<file path="src/rtl/pipeline_controller_if.sv">
// Control/status bundle between the pipeline controller and the IF/ID/EX stages.
// The controller uses the slave side and the core-side logic (or a bench) uses the master side.
interface pipeline_controller_if #(
  parameter int CNT_W = 32
);
  logic             run_mode;
  logic             step_req;
  logic [4:0]       id_rs;
  logic [4:0]       id_rt;
  logic             ex_mem_read;
  logic [4:0]       ex_rt;
  logic             branch_taken;
  logic             halt_instr;
  logic             pc_write;
  logic             if_id_write;
  logic             id_ex_bubble;
  logic             if_id_flush;
  logic             step_done;
  logic             halted;
  logic [CNT_W-1:0] cycle_count;

  modport master (
    output run_mode, step_req, id_rs, id_rt, ex_mem_read, ex_rt, branch_taken, halt_instr,
    input  pc_write, if_id_write, id_ex_bubble, if_id_flush, step_done, halted, cycle_count
  );

  modport slave (
    input  run_mode, step_req, id_rs, id_rt, ex_mem_read, ex_rt, branch_taken, halt_instr,
    output pc_write, if_id_write, id_ex_bubble, if_id_flush, step_done, halted, cycle_count
  );
endinterface

</file>
<file path="src/rtl/pipeline_controller.sv">
// Sequencer for the IF/ID/EX pipeline of the MIPS_DLX core. It handles load-use stalls,
// taken-branch flushes, single-step debug and the drain that follows a halt.
module pipeline_controller #(
  parameter int DRAIN_CYCLES = 3,
  parameter int CNT_W        = 32
) (
  input logic            clock,
  input logic            reset,
  pipeline_controller_if.slave bus
);

  localparam int            DW         = (DRAIN_CYCLES > 1) ? $clog2(DRAIN_CYCLES) : 1;
  localparam logic [DW-1:0] DRAIN_LAST = DW'(DRAIN_CYCLES - 1);

  typedef enum logic [2:0] {
    ST_STOP   = 3'd0,
    ST_RUN    = 3'd1,
    ST_STEP   = 3'd2,
    ST_DRAIN  = 3'd3,
    ST_HALTED = 3'd4
  } state_e;

  state_e           state_q, state_d;
  logic [DW-1:0]    drain_cnt_q, drain_cnt_d;
  logic             step_done_q, step_done_d;
  logic [CNT_W-1:0] cycle_count_q, cycle_count_d;

  logic load_use_s;
  logic active_s;
  logic pc_write_s;
  logic if_id_write_s;
  logic id_ex_bubble_s;
  logic if_id_flush_s;
  logic halted_s;

  // A register number of zero never creates a dependency.
  function automatic logic f_load_use(input logic       mem_read,
                                      input logic [4:0] dst,
                                      input logic [4:0] rs,
                                      input logic [4:0] rt);
    return mem_read && (dst != 5'd0) && ((dst == rs) || (dst == rt));
  endfunction

  assign load_use_s = f_load_use(bus.ex_mem_read, bus.ex_rt, bus.id_rs, bus.id_rt);
  assign active_s   = (state_q == ST_RUN) || (state_q == ST_STEP) || (state_q == ST_DRAIN);

  // State, drain counter, step pulse and active-cycle counter registers
  always_ff @(posedge clock or posedge reset) begin
    if (reset) begin
      state_q       <= ST_STOP;
      drain_cnt_q   <= '0;
      step_done_q   <= 1'b0;
      cycle_count_q <= '0;
    end else begin
      state_q       <= state_d;
      drain_cnt_q   <= drain_cnt_d;
      step_done_q   <= step_done_d;
      cycle_count_q <= cycle_count_d;
    end
  end

  // Next-state selection
  always_comb begin
    state_d = state_q;
    case (state_q)
      ST_STOP: begin
        if (bus.run_mode) begin
          state_d = ST_RUN;
        end else if (bus.step_req) begin
          state_d = ST_STEP;
        end else begin
          state_d = ST_STOP;
        end
      end
      ST_RUN: begin
        // A load-use stall masks the halt, so the HALT is taken again once the stall clears.
        if (!load_use_s && bus.halt_instr) begin
          state_d = ST_DRAIN;
        end else if (bus.run_mode) begin
          state_d = ST_RUN;
        end else begin
          state_d = ST_STOP;
        end
      end
      ST_STEP: begin
        if (!load_use_s && bus.halt_instr) begin
          state_d = ST_DRAIN;
        end else begin
          state_d = ST_STOP;
        end
      end
      ST_DRAIN: begin
        if (drain_cnt_q == DRAIN_LAST) begin
          state_d = ST_HALTED;
        end else begin
          state_d = ST_DRAIN;
        end
      end
      ST_HALTED: state_d = ST_HALTED;
      default:   state_d = ST_STOP;
    endcase
  end

  // Drain counter, step-done pulse and saturating active-cycle counter
  always_comb begin
    drain_cnt_d   = '0;
    step_done_d   = 1'b0;
    cycle_count_d = cycle_count_q;
    if (state_q == ST_DRAIN) begin
      drain_cnt_d = drain_cnt_q + DW'(1);
    end else begin
      drain_cnt_d = '0;
    end
    if (state_q == ST_STEP) begin
      step_done_d = 1'b1;
    end else begin
      step_done_d = 1'b0;
    end
    if (active_s && (cycle_count_q != {CNT_W{1'b1}})) begin
      cycle_count_d = cycle_count_q + CNT_W'(1);
    end else begin
      cycle_count_d = cycle_count_q;
    end
  end

  // Pipeline enables decoded from the current state and hazard inputs
  always_comb begin
    pc_write_s     = 1'b0;
    if_id_write_s  = 1'b0;
    id_ex_bubble_s = 1'b0;
    if_id_flush_s  = 1'b0;
    halted_s       = 1'b0;
    case (state_q)
      ST_RUN, ST_STEP: begin
        if (load_use_s) begin
          id_ex_bubble_s = 1'b1;
        end else if (bus.halt_instr) begin
          id_ex_bubble_s = 1'b1;
        end else if (bus.branch_taken) begin
          pc_write_s     = 1'b1;
          if_id_write_s  = 1'b1;
          if_id_flush_s  = 1'b1;
        end else begin
          pc_write_s     = 1'b1;
          if_id_write_s  = 1'b1;
        end
      end
      ST_DRAIN:  id_ex_bubble_s = 1'b1;
      ST_HALTED: halted_s       = 1'b1;
      default: begin
        pc_write_s     = 1'b0;
        if_id_write_s  = 1'b0;
        id_ex_bubble_s = 1'b0;
        if_id_flush_s  = 1'b0;
        halted_s       = 1'b0;
      end
    endcase
  end

  assign bus.pc_write     = pc_write_s;
  assign bus.if_id_write  = if_id_write_s;
  assign bus.id_ex_bubble = id_ex_bubble_s;
  assign bus.if_id_flush  = if_id_flush_s;
  assign bus.halted       = halted_s;
  assign bus.step_done    = step_done_q;
  assign bus.cycle_count  = cycle_count_q;

endmodule

</file>
<file path="src/flat_wrapper.sv">
// flat-port wrapper written by rule: the top's interface ports become plain ports
module pipeline_controller_flat 
#(
  parameter int DRAIN_CYCLES = 3,
  parameter int CNT_W        = 32
)
  (clock, reset, bus_run_mode, bus_step_req, bus_id_rs, bus_id_rt, bus_ex_mem_read, bus_ex_rt, bus_branch_taken, bus_halt_instr, bus_pc_write, bus_if_id_write, bus_id_ex_bubble, bus_if_id_flush, bus_step_done, bus_halted, bus_cycle_count);
  pipeline_controller_if #(.CNT_W(CNT_W)) bus_i ();
  input logic clock;
  input logic reset;
  input wire logic [$bits(bus_i.run_mode)-1:0] bus_run_mode;
  input wire logic [$bits(bus_i.step_req)-1:0] bus_step_req;
  input wire logic [$bits(bus_i.id_rs)-1:0] bus_id_rs;
  input wire logic [$bits(bus_i.id_rt)-1:0] bus_id_rt;
  input wire logic [$bits(bus_i.ex_mem_read)-1:0] bus_ex_mem_read;
  input wire logic [$bits(bus_i.ex_rt)-1:0] bus_ex_rt;
  input wire logic [$bits(bus_i.branch_taken)-1:0] bus_branch_taken;
  input wire logic [$bits(bus_i.halt_instr)-1:0] bus_halt_instr;
  output wire logic [$bits(bus_i.pc_write)-1:0] bus_pc_write;
  output wire logic [$bits(bus_i.if_id_write)-1:0] bus_if_id_write;
  output wire logic [$bits(bus_i.id_ex_bubble)-1:0] bus_id_ex_bubble;
  output wire logic [$bits(bus_i.if_id_flush)-1:0] bus_if_id_flush;
  output wire logic [$bits(bus_i.step_done)-1:0] bus_step_done;
  output wire logic [$bits(bus_i.halted)-1:0] bus_halted;
  output wire logic [$bits(bus_i.cycle_count)-1:0] bus_cycle_count;
  assign bus_i.run_mode = bus_run_mode;
  assign bus_i.step_req = bus_step_req;
  assign bus_i.id_rs = bus_id_rs;
  assign bus_i.id_rt = bus_id_rt;
  assign bus_i.ex_mem_read = bus_ex_mem_read;
  assign bus_i.ex_rt = bus_ex_rt;
  assign bus_i.branch_taken = bus_branch_taken;
  assign bus_i.halt_instr = bus_halt_instr;
  assign bus_pc_write = bus_i.pc_write;
  assign bus_if_id_write = bus_i.if_id_write;
  assign bus_id_ex_bubble = bus_i.id_ex_bubble;
  assign bus_if_id_flush = bus_i.if_id_flush;
  assign bus_step_done = bus_i.step_done;
  assign bus_halted = bus_i.halted;
  assign bus_cycle_count = bus_i.cycle_count;
  pipeline_controller #(.DRAIN_CYCLES(DRAIN_CYCLES), .CNT_W(CNT_W)) u_core (.clock(clock), .reset(reset), .bus(bus_i));
endmodule
</file>
<file path="config.mk">
export PLATFORM = sky130hd
export DESIGN_NAME = pipeline_controller_flat
export DESIGN_NICKNAME = d
export VERILOG_FILES = /design/src/rtl/pipeline_controller_if.sv /design/src/rtl/pipeline_controller.sv /design/src/flat_wrapper.sv
export SDC_FILE = /design/constraint.sdc
export NUM_CORES = 1
export LEC_CHECK = 0
export BUFFER_PORTS_ARGS = -buffer_cell sky130_fd_sc_hd__clkbuf_2
export CAP_MARGIN = 25
export CORE_UTILIZATION = 25
export DETAILED_ROUTE_END_ITERATION = 16
export SLEW_MARGIN = 5
export SYNTH_ARGS = -nofsm -noshare
export SYNTH_HDL_FRONTEND = slang
export SYNTH_SLANG_ARGS = --single-unit
</file>
<file path="constraint.sdc">
create_clock -name clock -period 1.97 [get_ports clock]
set_input_delay 0.0985 -clock clock [delete_from_list [all_inputs] [get_ports clock]]
set_output_delay 0.0985 -clock clock [all_outputs]
set_load 0.05 [all_outputs]
</file>
# ---- Word level (Yosys, flattened, before mapping)
# Index checks and enable logic that the tools add are counted.
dict set report word_totals {
  output_inout_bits 38
  latch_bits 0
  rom_bits 0
  input_bits 22
  mem_count 0
  reg_bits 38
  mem_bits_rw 0
  word_cells 45
}
dict set report op_classes {
  mul 0
  mux 20
  div 0
  n_lt_le_gt_ge 0
  n_eq_ne 8
  shift 0
  n_bitwise 0
  add_sub_neg 2
  reduce_logical 11
}
# operator n
set ops {}
lappend ops {{32-bit by 1-bit adder with 32-bit output, second input constant} 1}
lappend ops {{32-bit inequality test, second input constant} 1}
lappend ops {{3-bit case mux with 5 select lines} 1}
lappend ops {{1-bit two-way mux} 12}
lappend ops {{5-bit == test} 2}
lappend ops {{3-bit two-way mux} 3}
lappend ops {{3-bit by 2-bit == test with 1-bit output, second input constant} 2}
lappend ops {{2-bit two-way mux} 3}
lappend ops {{5-bit nonzero test} 1}
lappend ops {{1-bit logical AND} 4}
lappend ops {{3-bit by 1-bit == test with 1-bit output, second input constant} 1}
lappend ops {{3-bit == test, second input constant} 1}
lappend ops {{3-bit zero test} 1}
lappend ops {{1-bit logical OR} 3}
lappend ops {{2-bit by 1-bit adder with 2-bit output, second input constant} 1}
lappend ops {{2-bit == test, second input constant} 1}
lappend ops {{1-bit case mux with 2 select lines} 1}
lappend ops {{2-bit OR reduction} 1}
lappend ops {{1-bit zero test} 1}

# ---- Longest topological paths before layout
dict set report logic_depth {
  word_depth 7
  ltp_mapped 7
  depth_no_buf 7
}

# ---- Worst setup path before layout
# Ideal clock, no wire load.
dict set report synth_path {
  path_type {register to register}
  startpoint {reg u_core.cycle_count_q[0], in the netlist u_core.bus.cycle_count[0]}
  endpoint {reg u_core.cycle_count_q[24], in the netlist u_core.bus.cycle_count[24]}
  arrival_time_ps 2109
  stages_incl_launch_ff 8
  setup_time_ps 141
  required_ps 1829
  slack_ps -280
  synth_period_minus_slack_ps 2250
  n_path_buf 0
  path_cell_list {dfrtp_1 ha_1 nand3_1 nor4_1 nand2_1 nor3_2 nand3_1 xnor2_1}
}
dict set report synth_via {
  elab_chain_cells 2
  word_cells_on_any_way 3
  classes_between {1 x add/sub; 1 x eq/ne; 1 x reduce/logical}
}
# element line_no
set synth_lines {}
lappend synth_lines {{start, declared} pipeline_controller.sv:26} ;# logic [CNT_W-1:0] cycle_count_q, cycle_count_d;
lappend synth_lines {{start signal, assigned} pipeline_controller.sv:58} ;# cycle_count_q <= cycle_count_d;
lappend synth_lines {{branches (longest 2 deep; another with 32-bit by 1-bit adder with 32-bit output)} --}
# Parallel ways; which one is timed is not known.
# A chain may end at the register's enable or synchronous reset.

# ---- Worst setup path in the final report
dict set report layout_path {
  startpoint {in bus_ex_rt[0]}
  endpoint {out bus_if_id_flush}
}
dict set report layout_via {
  elab_chain_cells 5
  word_cells_on_any_way 8
  classes_between {2 x eq/ne; 2 x mux; 4 x reduce/logical}
}
# element line_no
set layout_lines {}
lappend layout_lines {{start, declared} flat_wrapper.sv:16} ;# input wire logic [$bits(bus_i.ex_rt)-1:0] bus_ex_rt;
lappend layout_lines {{5-bit == test or 5-bit nonzero test (tied branches)} pipeline_controller.sv:41} ;# return mem_read && (dst != 5'd0) && ((dst == rs) || (dst == rt));
lappend layout_lines {{1-bit logical OR or 1-bit logical AND (tied branches)} pipeline_controller.sv:41}
lappend layout_lines {{1-bit logical AND (*)} pipeline_controller.sv:41}
lappend layout_lines {{1-bit two-way mux (*)} pipeline_controller.sv:135} ;# if (load_use_s) begin
lappend layout_lines {{1-bit two-way mux (*)} pipeline_controller.sv:133} ;# case (state_q)
lappend layout_lines {{end, declared} flat_wrapper.sv:22} ;# output wire logic [$bits(bus_i.if_id_flush)-1:0] bus_if_id_flush;
# Every way passes the cells marked *; elsewhere a longest branch is shown, timed or not.

==> run summary <==
WHS Path Cells = 3
static leakage = 0.00125 uW
Max-Cap Viols = 0
DR DRC count = 0
placement row count = 31
synthesized area = 0.00196 mm2
Final WS setup = 0.128 ns
fin. max-slew vios = 0
reg2reg path depth = 6
RSZ-0062 raised after global routing = yes
Initial Util = 0.265
final period utilization = 0.935
routed len/inst = 11.7 um
CP Max Fanout = 3
Longest Clk Path Bufs = 2
Hold Path Sink = u_core.state_q[0]$_DFF_PP0_
final setup fails = 0
Post-Layout Cell Count = 355
HPWL after detailed placement = 3240 um
synthesized area per cell = 10.8 um2
initial drt markers = 43
most frequent cell after synthesis = dfrtp_1
Die ar. = 0.00821 mm2
utilization after layout = 0.356
Num CTS Buffers = 5
Setup CP Type = input port to primary output
PwrDens = 1130 mW/mm2
initial antenna violation count = 0
detailed-router iteration count before antenna repair = 4
relative slew slack = 0.673
startpoint types = input port
Synth area leaders = dfrtp_1, xnor2_1, xor2_1
min Tclk post-route = 1.84 ns
worst skew pair latency = 0.29 ns
GP Congestion = 0.717
layout cells sized above 1 = 0.441
ANT nets after route = 0
top_reg_cell synth = dfrtp_1
Core ar. = 0.00741 mm2
area grow syn2layout = 34.6%
Worst Hold Class = input port to flop
post-place setup slack = 0.0429 ns
vias = 1527
synth warn = 0
grt ovf = 0
CTS tree = yes
Worst Min Path Start = bus_run_mode
Synth top cells by count = dfrtp_1, xnor2_1, nand3_1
Syn Nets = 205
Worst Max-Slew Pin Slew = 0.491 ns
Die W = 90.6 um
worst flop-to-flop path startpoint = u_core.bus.cycle_count[4]$_DFFE_PP0P_
Die H = 90.6 um
vias in the first global route = 1537
first-pass GRT wire length = 7250 um
CP arrival = 1.74 ns
Via density = 4.30
nets = 279
hold violation count in the final report = 0
Post-synth EDFFs = 0
Clock Skews = 0.0122 ns
Required @ worst endpoint = 1.87 ns
sequential-to-total area share from yosys stat = 0.485
IO buf count = 59
Antenna Cells = 0
Seq cells post-synth = 38
Routed WL = 4170 um
clock-pin transition on the worst setup and hold timing paths = 0.07 ns
Global Route Usage Sum = 0.111
worst-case vdd ir drop = 0.000369 V
CTS root buf = clkbuf_8
Post-Synthesis Cells = 181
H-tree levels = 2
Power Total = 2980 uW
I/O Pins = 60
critical path capture point type = primary output
R2R Path End = u_core.bus.cycle_count[31]$_DFFE_PP0P_
clk sinks = 38
placed cells = 343
Synth top area share = 0.485
ys async rst share = 1.00
achievable frequency = 0.543 GHz
Worst R2R Setup Slack = 0.13 ns
fillers = 752
dominant cell type by area after synthesis = dfrtp_1
outcome = finished clean
distinct cell type count after synthesis = 37
largest net degree at the start of global routing = 39
how the worst max path moves through the flow:
| stage | start | endpoint | slack [ns] | depth (start not counted) |
|---|---|---|---|---|
| global route | u_core.bus.cycle_count[1]$_DFFE_PP0P_ | u_core.bus.cycle_count[18]$_DFFE_PP0P_ | -0.02 | 7 |
| detailed placement | u_core.bus.cycle_count[0]$_DFFE_PP0P_ | u_core.bus.cycle_count[22]$_DFFE_PP0P_ | 0.04 | 7 |
| CTS | bus_ex_rt[0] | bus_if_id_flush | 0.04 | 6 |
| global placement | bus_ex_rt[0] | bus_pc_write | 0.09 | 6 |
| floorplan | u_core.bus.cycle_count[0]$_DFFE_PP0P_ | u_core.bus.cycle_count[24]$_DFFE_PP0P_ | -0.08 | 7 |
| finish | bus_ex_rt[0] | bus_if_id_flush | 0.13 | 6 |
cell type report:
| type | instances | area [um2] | share of cell area |
|---|---|---|---|
| clock inverters | 3 | 68.8 | 0.0261 |
| flip-flops and latches | 38 | 975 | 0.369 |
| clock buffers | 5 | 68.8 | 0.0261 |
| repair buffers | 69 | 373 | 0.141 |
| multi-input cells | 137 | 1020 | 0.385 |
| well taps | 99 | 124 | 0.0469 |
| inverters | 4 | 15.0 | 0.00569 |
through the flow:
step | TNS [ns] | cell area (um2) | hold WS, ns
6_report | 0 | 2640 | 0.0552
5_1_grt | -0.0440 | 2640 | 0.0626
4_1_cts | 0 | 2600 | 0.0491
2_1_floorplan | -0.270 | 2000 | 0.242
3_3_place_gp | 0 | 2450 | 0.235
3_5_place_dp | 0 | 2450 | 0.234
metal layers:
| layer | vias up | part of all wire | GRT usage |
|---|---|---|---|
| met5 | - | 0 | 0 |
| met4 | 0 | 0.0041 | 0.0282 |
| met3 | 2 | 0.052 | 0.0412 |
| met2 | 33 | 0.48 | 0.180 |
| met1 | 722 | 0.47 | 0.139 |
| li1 | 770 | - | - |
power by group:
group          leakage, uW  switching (uW)  total (uW)  internal, uW
clock            0.0000683             286         793           507
combinational     0.000699             771        1120           352
sequential        0.000482             146        1060           913
worst max-delay path: stages:
cell and delay [ns]:
clkbuf_2 0.11, or4_1 0.54, o221ai_2 0.26, nor2b_1 0.27, and3_1 0.19, clkbuf_2 0.27
cell usage in the layout (no fill, tap or decap), drive strengths merged, types with 2 or more instances in the layout:
cell type / count
nor2: 16
a21oi: 3
nor4: 2
nand4: 8
dfrtp: 38
and2: 3
xor2: 12
clkbuf: 64
inv: 4
nor3: 9
nand3: 16
bufinv: 2
xnor2: 29
ha: 2
nand2: 14
buf: 9
nor2b: 2
and4: 2
and3: 8
sequential cells by signal, indices dropped and copies added, names as in the netlist:
register / count
u_core.bus.step_done: 1
u_core.bus.cycle_count: 32
u_core.state_q: 3
u_core.drain_cnt_q: 2
what timing repair did:
action / CTS / global route
hold endpoints to repair: 38 / 0
setup buffers: 0 / 3
setup endpoints to repair: 0 / 17
gates resized for setup: 0 / 4
hold buffers: 1 / 0
kinds of logic (layout without fill, tap and decap cells):
family	count (synthesis)	in the layout	share of synthesized area
AND/OR/NAND/NOR	83	83	0.250
XOR/XNOR	41	41	0.183
multiplexers	1	1	0.00574
buffers and inverters	6	81	0.0140
flip-flops	38	38	0.485
adder cells (fa/ha/maj)	2	2	0.0128
AO/OA/AOI/OAI	10	10	0.0498
Note: power is estimated with default switching activity, not from simulation.
